<file path="src/rtl/mem_arbiter.sv">
// mem_arbiter: single-port RAM arbiter between the instruction-fetch and data-memory ports.
//
// The data port has priority. A saturating starvation counter forces an instruction grant once
// STARVE_MAX data transactions have completed while an instruction fetch was waiting. Each grant
// latches its address, store data and op, then holds the RAM request until the RAM reports
// ACCESS. The owner's wait drops combinationally in that cycle.
//
// Ports:
//   CLK, nRST          clock, asynchronous active-low reset
//   iREN, iaddr        instruction read request and address
//   iwait, iload       instruction stall (low for the completion cycle) and read data
//   dREN, dWEN         data read / write requests (write wins when both are high)
//   daddr, dstore      data address and write value
//   dwait, dload       data stall (low for the completion cycle) and read data
//   ramREN, ramWEN     RAM read / write enables
//   ramaddr, ramstore  RAM address and write data
//   ramload, ramstate  RAM read data and status (FREE=0, BUSY=1, ACCESS=2, ERROR=3)
//   bus_err            one-cycle pulse for each ERROR cycle during a grant
//   grant_d            high while the data port owns the RAM
module mem_arbiter #(
    parameter int unsigned STARVE_MAX = 4,
    parameter int unsigned WORD_W     = 32
) (
    input  logic              CLK,
    input  logic              nRST,
    input  logic              iREN,
    input  logic [WORD_W-1:0] iaddr,
    output logic              iwait,
    output logic [WORD_W-1:0] iload,
    input  logic              dREN,
    input  logic              dWEN,
    input  logic [WORD_W-1:0] daddr,
    input  logic [WORD_W-1:0] dstore,
    output logic              dwait,
    output logic [WORD_W-1:0] dload,
    output logic              ramREN,
    output logic              ramWEN,
    output logic [WORD_W-1:0] ramaddr,
    output logic [WORD_W-1:0] ramstore,
    input  logic [WORD_W-1:0] ramload,
    input  logic [1:0]        ramstate,
    output logic              bus_err,
    output logic              grant_d
);

    localparam int unsigned StarveW = (STARVE_MAX > 0) ? $clog2(STARVE_MAX + 1) : 1;
    localparam logic [StarveW-1:0] StarveMaxC = StarveW'(STARVE_MAX);

    localparam logic [1:0] RamAccess = 2'd2;
    localparam logic [1:0] RamError  = 2'd3;

    typedef enum logic [1:0] {
        StIdle,
        StDgrant,
        StIgrant
    } state_e;

    state_e              state_q, state_d;
    logic [StarveW-1:0]  starve_q, starve_d;
    logic [WORD_W-1:0]   addr_q, addr_d;
    logic [WORD_W-1:0]   store_q, store_d;
    logic                wr_q, wr_d;
    logic [WORD_W-1:0]   iload_q, iload_d;
    logic [WORD_W-1:0]   dload_q, dload_d;

    logic d_req;
    logic starve_full;
    logic access;
    logic d_done;
    logic i_done;
    logic granted;

    always_comb begin
        d_req       = dREN | dWEN;
        starve_full = (starve_q == StarveMaxC);
        access      = (ramstate == RamAccess);
        granted     = (state_q != StIdle);
        // Dropping the request while granted is an abort, even if the RAM reports ACCESS.
        d_done      = (state_q == StDgrant) && d_req && access;
        i_done      = (state_q == StIgrant) && iREN && access;
    end

    // Next-state, latch and counter logic
    always_comb begin
        state_d  = state_q;
        starve_d = starve_q;
        addr_d   = addr_q;
        store_d  = store_q;
        wr_d     = wr_q;
        iload_d  = iload_q;
        dload_d  = dload_q;

        unique case (state_q)
            StIdle: begin
                if (!iREN) begin
                    starve_d = '0;
                end
                if (d_req && !(iREN && starve_full)) begin
                    state_d = StDgrant;
                    addr_d  = daddr;
                    store_d = dstore;
                    wr_d    = dWEN;
                end else if (iREN) begin
                    state_d = StIgrant;
                    addr_d  = iaddr;
                    wr_d    = 1'b0;
                end
            end
            StDgrant: begin
                if (!d_req) begin
                    state_d = StIdle;
                end else if (access) begin
                    state_d = StIdle;
                    if (!wr_q) begin
                        dload_d = ramload;
                    end
                    if (iREN && !starve_full) begin
                        starve_d = starve_q + StarveW'(1);
                    end
                end
            end
            StIgrant: begin
                if (!iREN) begin
                    state_d = StIdle;
                end else if (access) begin
                    state_d  = StIdle;
                    iload_d  = ramload;
                    starve_d = '0;
                end
            end
            default: begin
                state_d = StIdle;
            end
        endcase
    end

    always_ff @(posedge CLK or negedge nRST) begin
        if (!nRST) begin
            state_q  <= StIdle;
            starve_q <= '0;
            addr_q   <= '0;
            store_q  <= '0;
            wr_q     <= 1'b0;
            iload_q  <= '0;
            dload_q  <= '0;
        end else begin
            state_q  <= state_d;
            starve_q <= starve_d;
            addr_q   <= addr_d;
            store_q  <= store_d;
            wr_q     <= wr_d;
            iload_q  <= iload_d;
            dload_q  <= dload_d;
        end
    end

    // Outputs: RAM side follows the latched op; port side completes combinationally on ACCESS.
    always_comb begin
        ramREN   = granted && !wr_q;
        ramWEN   = granted && wr_q;
        ramaddr  = addr_q;
        ramstore = store_q;
        grant_d  = (state_q == StDgrant);
        bus_err  = granted && (ramstate == RamError);
        iwait    = !i_done;
        dwait    = !d_done;
        iload    = i_done ? ramload : iload_q;
        dload    = (d_done && !wr_q) ? ramload : dload_q;
    end

endmodule

</file>
<file path="config.mk">
export PLATFORM = sky130hd
export DESIGN_NAME = mem_arbiter
export DESIGN_NICKNAME = d
export VERILOG_FILES = /design/src/rtl/mem_arbiter.sv
export SDC_FILE = /design/constraint.sdc
export NUM_CORES = 1
export LEC_CHECK = 0
export ABC_AREA = 0
export BUFFER_PORTS_ARGS = -buffer_cell sky130_fd_sc_hd__buf_2
export CAP_MARGIN = 10
export CORE_AREA = 5 5 123 125
export DETAILED_ROUTE_END_ITERATION = 6
export DIE_AREA = 0 0 128 130
export HOLD_SLACK_MARGIN = 0.15
export PLACE_DENSITY = 0.8
export SETUP_SLACK_MARGIN = 0.1
export SYNTH_ARGS = -nofsm -noshare
export SYNTH_HDL_FRONTEND = slang
export SYNTH_SLANG_ARGS = --single-unit
export TNS_END_PERCENT = 5
</file>
<file path="constraint.sdc">
create_clock -name CLK -period 2.6 [get_ports CLK]
set_clock_uncertainty 0.1 [all_clocks]
set_input_delay 0.52 -clock CLK [delete_from_list [all_inputs] [get_ports CLK]]
set_output_delay 0.52 -clock CLK [all_outputs]
set_load 0.05 [all_outputs]
</file>
==> run_results.csv, run 1 <==
group,metric,value,unit
finish,fin_util,0.687,
timing,slew_headroom,0.576,
timing,hold_slack,235,ps
critical_path,cp.required,1980,ps
drt,wl_met1,7920,um
global_routing,grtUsageTotal,0.250,
cts,clk_latency,410,ps
drt,drt.antenna.violating_nets,0,
finish,drive_gt1_frac,0.630,
floorplan,rows,43,
timing,tightest_slew,636,ps
timing,layout_min_cycle_time,2820,ps
cts,htree_num_levels,4,
finish,stdcell_area,9460,sq um
floorplan,die_y,130,um
drt,post_drt_via_cell_ratio,5.54,
synthesis,synth.avg_cell_area,13.0,sq um
cts,clock_sinks,134,
power_and_ir_drop,p_per_area,1460,nW/um^2
critical_path,cp-start-kind,"register",
synthesis,synth_seq_cells,134,
placement,hpwl,13100,um
power_and_ir_drop,p_leak,4.59,nW
floorplan,dieArea,16600,sq um
synthesis,ys_warn_count,0,
timing,finalSetupTns,-10170,ps
floorplan,die_w,128,um
timing,period_share,1.08,
timing,finalSetupViolCount,64,
synthesis,ys_seq_area_frac,0.503,
critical_path,worst-path-max-fanout,6,
power_and_ir_drop,peakVddDrop,0.000876,V
timing,slew_violations,0,
job,maxCapViolCount,0,
drt,route.met3.wl,1830,um
floorplan,core_region_area,13800,sq um
cts,clkTransAtPathRegs,60,ps
cts,clock_path_buffers,2,
power_and_ir_drop,p_int,7.27,mW
timing,max_freq,355,MHz
power_and_ir_drop,finalPower,13.8,mW
drt,met2_length,10700,um
timing,rsz0062_at_grt,"yes",
drt,wirelength,21000,um
synthesis,synthesis.nets,649,
critical_path,r2r_slack,570,ps
critical_path,cp-end-kind,"primary output",
drt,dr.max_layer_used,"met4",
cts,root_buffer,"clkbuf_16",
synthesis,synth_cells,512,
placement,gp_congestion,0.798,
finish,areaGrowthSynthToFinish,42.0,%
drt,avgRoutedWirePerCell,21.1,um
timing,hold_viol_final,0,
global_routing,grt_overflow,0,
cts,cts_tree,"built",
outcome,violations,"setup timing",
floorplan,initial_utilization,0.484,
outcome,outcome,"complete, but fails checks",
critical_path,cp.arrival,2200,ps
placement,io_buffers,268,
power_and_ir_drop,comb_power_share,0.565,
finish,n_fill_cell,964,
drt,drtIter0Drc,372,
min_path,holdCritPathClass,"input port to register",
cts,cts_buffers,17,
global_routing,grt_pass1_vias,5759,
finish,fin_nets,939,
drt,vias,5498,
power_and_ir_drop,switching_power,6.51,mW
timing,layout_setup_ws,-218,ps
critical_path,criticalPathCategory,"register to primary output",
drt,dr.pass1.iters,6,
finish,diodes,0,
power_and_ir_drop,power_frac_clock,0.174,
global_routing,grt_max_degree,68,
synthesis,synth_area,6660,sq um
power_and_ir_drop,swShare,0.472,
floorplan,io_pins,269,
synthesis,yosysUniqueCellTypes,33,
placement,place_area,8270,sq um
global_routing,grt_pass1_wl,32200,um
global_routing,antenna_found_initial,0,
drt,drcViolationCount,0,
power_and_ir_drop,seqPwrFrac,0.261,
==> worst max-delay path, stage by stage (launching register included) <==
cell and delay, ps:
dfrtp_1 370, and4bb_4 300, nor3b_4 200, buf_6 170, buf_12 130, buf_16 130, mux2_4 310, buf_6 160
==> sequential cells by signal, indices dropped and copies added (netlist names) <==
signal and cells:
wr_q 1, ramstore 32, iload_q 32, dload_q 32, ramaddr 32, starve_q 3
state_q 2
==> per-layer routing <==
layer	vias to the layer above	track usage
li1	2466	-
met4	0	0.0986
met3	33	0.0782
met2	296	0.423
met1	2703	0.300
met5	-	0
==> worst paths after layout <==
check | from | to | cells past startpoint
worst min-delay path | dstore[14] | ramstore[14] | 2
worst min register to register | ramstore[9] | ramstore[9] | 1
worst max-delay path | state_q[1] | dload[21] | 7
min in group asynchronous | nRST | iload_q[16] | 2
max in group asynchronous | nRST | ramaddr[24] | 3
worst max register to register | state_q[1] | dload_q[3] | 6
==> cell families after synthesis <==
group	Yosys count	synth area share
mux	160	0.304
flops	134	0.503
compound gates	105	0.0864
simple gates	65	0.0560
buf+inv	46	0.0464
fa+ha+maj	2	0.00376
==> synth_stat cells <==
cell type,count,share of area
mux2_4,60,0.14
nand2b_1,1,0.00094
nor2b_1,2,0.0019
dfrtp_1,134,0.50
nand4b_1,1,0.0013
nand3_1,36,0.027
inv_1,4,0.0023
nor3_1,1,0.00075
o21a_1,1,0.0011
nand4_1,3,0.0028
nor2_2,1,0.00094
nand2_1,3,0.0017
and2b_2,1,0.0013
buf_2,12,0.0090
clkbuf_1,21,0.012
and2_1,1,0.00094
buf_12,7,0.021
mux2_2,100,0.17
buf_1,1,0.00056
o21ai_0,34,0.026
ha_1,2,0.0038
and3_2,1,0.0011
a31oi_1,34,0.032
o31ai_1,2,0.0023
and4bb_4,1,0.0024
or3_1,2,0.0019
buf_6,1,0.0017
and3_1,2,0.0019
nor3b_1,1,0.0011
a21oi_1,34,0.026
nor2_1,4,0.0023
nor3b_4,1,0.0028
or2_2,3,0.0028
==> placed cells by master, fill, tap and decap left out, types with 3 or more instances in the layout <==
cell type	Yosys	final
buf_12	7	8
clkbuf_16	0	17
buf_16	0	4
a21oi_1	34	34
buf_6	1	40
buf_2	12	202
nand4_1	3	3
buf_4	0	55
nor2_2	1	3
or2_2	3	3
o21ai_0	34	34
clkinvlp_4	0	3
mux2_2	100	85
dfrtp_1	134	134
nand2_1	3	3
a31oi_1	34	34
mux2_4	60	75
bufinv_16	0	3
inv_1	4	4
nand3_1	36	36
clkinv_2	0	3
==> area by class of cell <==
cell class / count / area [sq um] / share of cell area
Sequential cell: 134 / 3350 / 0.354
Multi-Input combinational cell: 332 / 3070 / 0.324
Timing Repair Buffer: 313 / 2220 / 0.234
Clock buffer: 18 / 429 / 0.0454
Tap cell: 180 / 225 / 0.0238
Clock inverter: 12 / 154 / 0.0163
Inverter: 4 / 15.0 / 0.00159
==> timing repair <==
item	in CTS	in global routing
gates resized for setup	109	19
endpoints found under the setup margin	64	65
setup buffers	5	0
hold buffers	1	0
gates cloned	5	0
pin swaps	2	0
endpoints found under the hold margin	65	0
==> power groups by stage <==
stage	registers [mW]	logic (mW)	clock network, mW
after CTS	3.55	7.68	2.42
after global routing	3.71	8.09	2.52
after global placement	3.50	6.96	0
after floorplan	5.22	3.76	0
final	3.60	7.78	2.40
after detailed placement	3.56	7.06	0
==> stage by stage <==
step,std cells,setup WS (ps)
final,993,-218
after detailed placement,952,-74.0
after CTS,993,-203
after floorplan,512,223
after global routing,993,-299
after global placement,952,-35.6
Note: power is estimated with default switching activity, not from simulation.
==> run 2, diff against run 1 <==
--- a/config.mk
+++ b/config.mk
@@ -8,9 +8,9 @@
 export ABC_AREA = 0
 export BUFFER_PORTS_ARGS = -buffer_cell sky130_fd_sc_hd__buf_2
 export CAP_MARGIN = 10
-export CORE_AREA = 5 5 123 125
+export CORE_AREA = 3 3 121 123
 export DETAILED_ROUTE_END_ITERATION = 6
-export DIE_AREA = 0 0 128 130
+export DIE_AREA = 0 0 124 126
 export HOLD_SLACK_MARGIN = 0.15
 export PLACE_DENSITY = 0.8
 export SETUP_SLACK_MARGIN = 0.1
==> run_results.csv, run 2 (same netlist as run 1, synthesis figures left out) <==
group,metric,value,unit
critical_path,cp_top_family,"buffers and inverters",
cts,clock_path_buffers,2,
min_path,min_from,"dstore[21]",
finish,fin_util,0.683,
drt,wirelength,19300,um
critical_path,cp-start-kind,"register",
global_routing,grt_overflow,0,
critical_path,timing.rr.start,"state_q[0]",
cts,clock_sinks,134,
placement,gp_congestion,0.798,
cts,cts_tree,"built",
finish,final_cell_mix,"buf_2 (214), dfrtp_1 (134), mux2_2 (82)",
power_and_ir_drop,peakVddDrop,0.000726,V
finish,final_common_cell,"buf_2",
global_routing,antenna_found_initial,0,
critical_path,worst-path-max-fanout,10,
finish,n_fill_cell,965,
timing,hold_viol_final,0,
cts,clkTransAtPathRegs,60,ps
placement,place_area,8220,sq um
timing,rsz0062_at_grt,"yes",
floorplan,dieArea,15600,sq um
cts,cts_buffers,17,
critical_path,cp.arrival,2160,ps
floorplan,core_region_area,13800,sq um
cts,htree_num_levels,4,
drt,drtIter0Drc,332,
critical_path,cp.required,1980,ps
timing,layout_min_cycle_time,2780,ps
min_path,holdCritPathClass,"input port to register",
timing,slew_violations,0,
floorplan,die_w,124,um
outcome,violations,"setup timing",
timing,tightest_slew,1250,ps
placement,io_buffers,268,
global_routing,grtUsageTotal,0.249,
finish,areaGrowthSynthToFinish,41.1,%
critical_path,cpMaxStageDelayCell,"dfrtp_1",
timing,finalSetupViolCount,65,
drt,vias,5402,
drt,drcViolationCount,0,
critical_path,cpPeakStageDelay,370,ps
finish,fin_nets,934,
floorplan,initial_utilization,0.484,
timing,max_freq,360,MHz
drt,dr.pass1.iters,5,
global_routing,grt_pass1_wl,30200,um
cts,clk_latency,410,ps
drt,avgRoutedWirePerCell,19.5,um
critical_path,crit_start,"state_q[1]",
critical_path,critPathBufInv,4,
drt,drt.antenna.violating_nets,0,
power_and_ir_drop,p_per_area,1450,nW/um^2
critical_path,criticalPathCategory,"register to primary output",
timing,hold_slack,239,ps
drt,post_drt_via_cell_ratio,5.46,
placement,hpwl,11900,um
finish,drive_gt1_frac,0.629,
finish,diodes,0,
floorplan,die_y,126,um
global_routing,grt_max_degree,38,
floorplan,io_pins,269,
outcome,outcome,"complete, but fails checks",
cts,root_buffer,"clkbuf_16",
critical_path,path_cells,"and4bb_4 -> nor3b_4 -> buf_6 -> buf_12 -> buf_12 -> mux2_4 -> buf_6",
critical_path,cp-end-kind,"primary output",
finish,stdcell_area,9400,sq um
timing,slew_headroom,0.166,
timing,period_share,1.07,
job,maxCapViolCount,0,
power_and_ir_drop,p_leak,4.57,nW
timing,layout_setup_ws,-177,ps
critical_path,r2r_slack,270,ps
global_routing,grt_pass1_vias,5768,
floorplan,rows,43,
==> run 2: changes by cell type in the layout (fill, tap and decap cells not counted), moves of 2 or more <==
| cell | before | now |
|---|---|---|
| clkinv_2 | 3 | 5 |
| buf_4 | 55 | 39 |
| mux2_4 | 75 | 78 |
| buf_2 | 202 | 214 |
| mux2_2 | 85 | 82 |
==> run 2: repair_timing <==
item                       4_1_cts  5_1_grt
hold endpoints to repair        33        0
setup endpoints to repair       64       65
pin swaps                        3        1
hold buffers                     1        0
setup buffers                    6        1
cloned                           4        1
resized for setup              113        6
==> run 2: worst paths after layout <==
check	cells after the start	endpoint
min	2	ramstore[21]
max	7	dload[20]
max in group asynchronous	3	ramstore[27]
max reg2reg	4	ramaddr[12]
min reg2reg	1	ramstore[6]
min in group asynchronous	2	ramstore[0]
==> run 2: worst register-to-register path: cells and delay by family, from the launching register on <==
| kind | cells | cell delay [ps] |
|---|---|---|
| AND/OR/NAND/NOR | 2 | 1280 |
| flip-flops | 1 | 380 |
| AO/OA/AOI/OAI | 1 | 210 |
| buffers and inverters | 1 | 170 |
==> run 2: power by group <==
part           total (mW)  internal (mW)  switching (mW)
registers            3.57           3.02           0.556
clock network        2.44           1.52           0.912
logic                7.62           2.68            4.94
==> run 2: layout make-up <==
cell class / instances / area [sq um] / area share
Tap cell: 180 / 225 / 0.0239
Clock inverter: 13 / 156 / 0.0166
Timing Repair Buffer: 308 / 2130 / 0.227
Sequential cell: 134 / 3350 / 0.357
Clock buffer: 18 / 439 / 0.0467
Inverter: 4 / 15.0 / 0.00160
Multi-Input combinational cell: 332 / 3080 / 0.328
==> run 2: layer usage <==
metal  global-route usage  share of wire
met1                0.297           0.38
met2                0.432           0.52
met3               0.0593          0.073
met4               0.0947          0.029
met5                    0              0
==> run 2: stage by stage <==
step           power (mW)  setup TNS, ps  cells  setup slack, ps
6_report             13.6          -8420    989             -177
5_1_grt              14.2         -13510    989             -247
4_1_cts              13.5          -8580    987             -181
3_5_place_dp         10.5           -573    945            -31.2
3_3_place_gp         10.4          -50.8    945            -5.74
2_1_floorplan        8.99              0    512              223
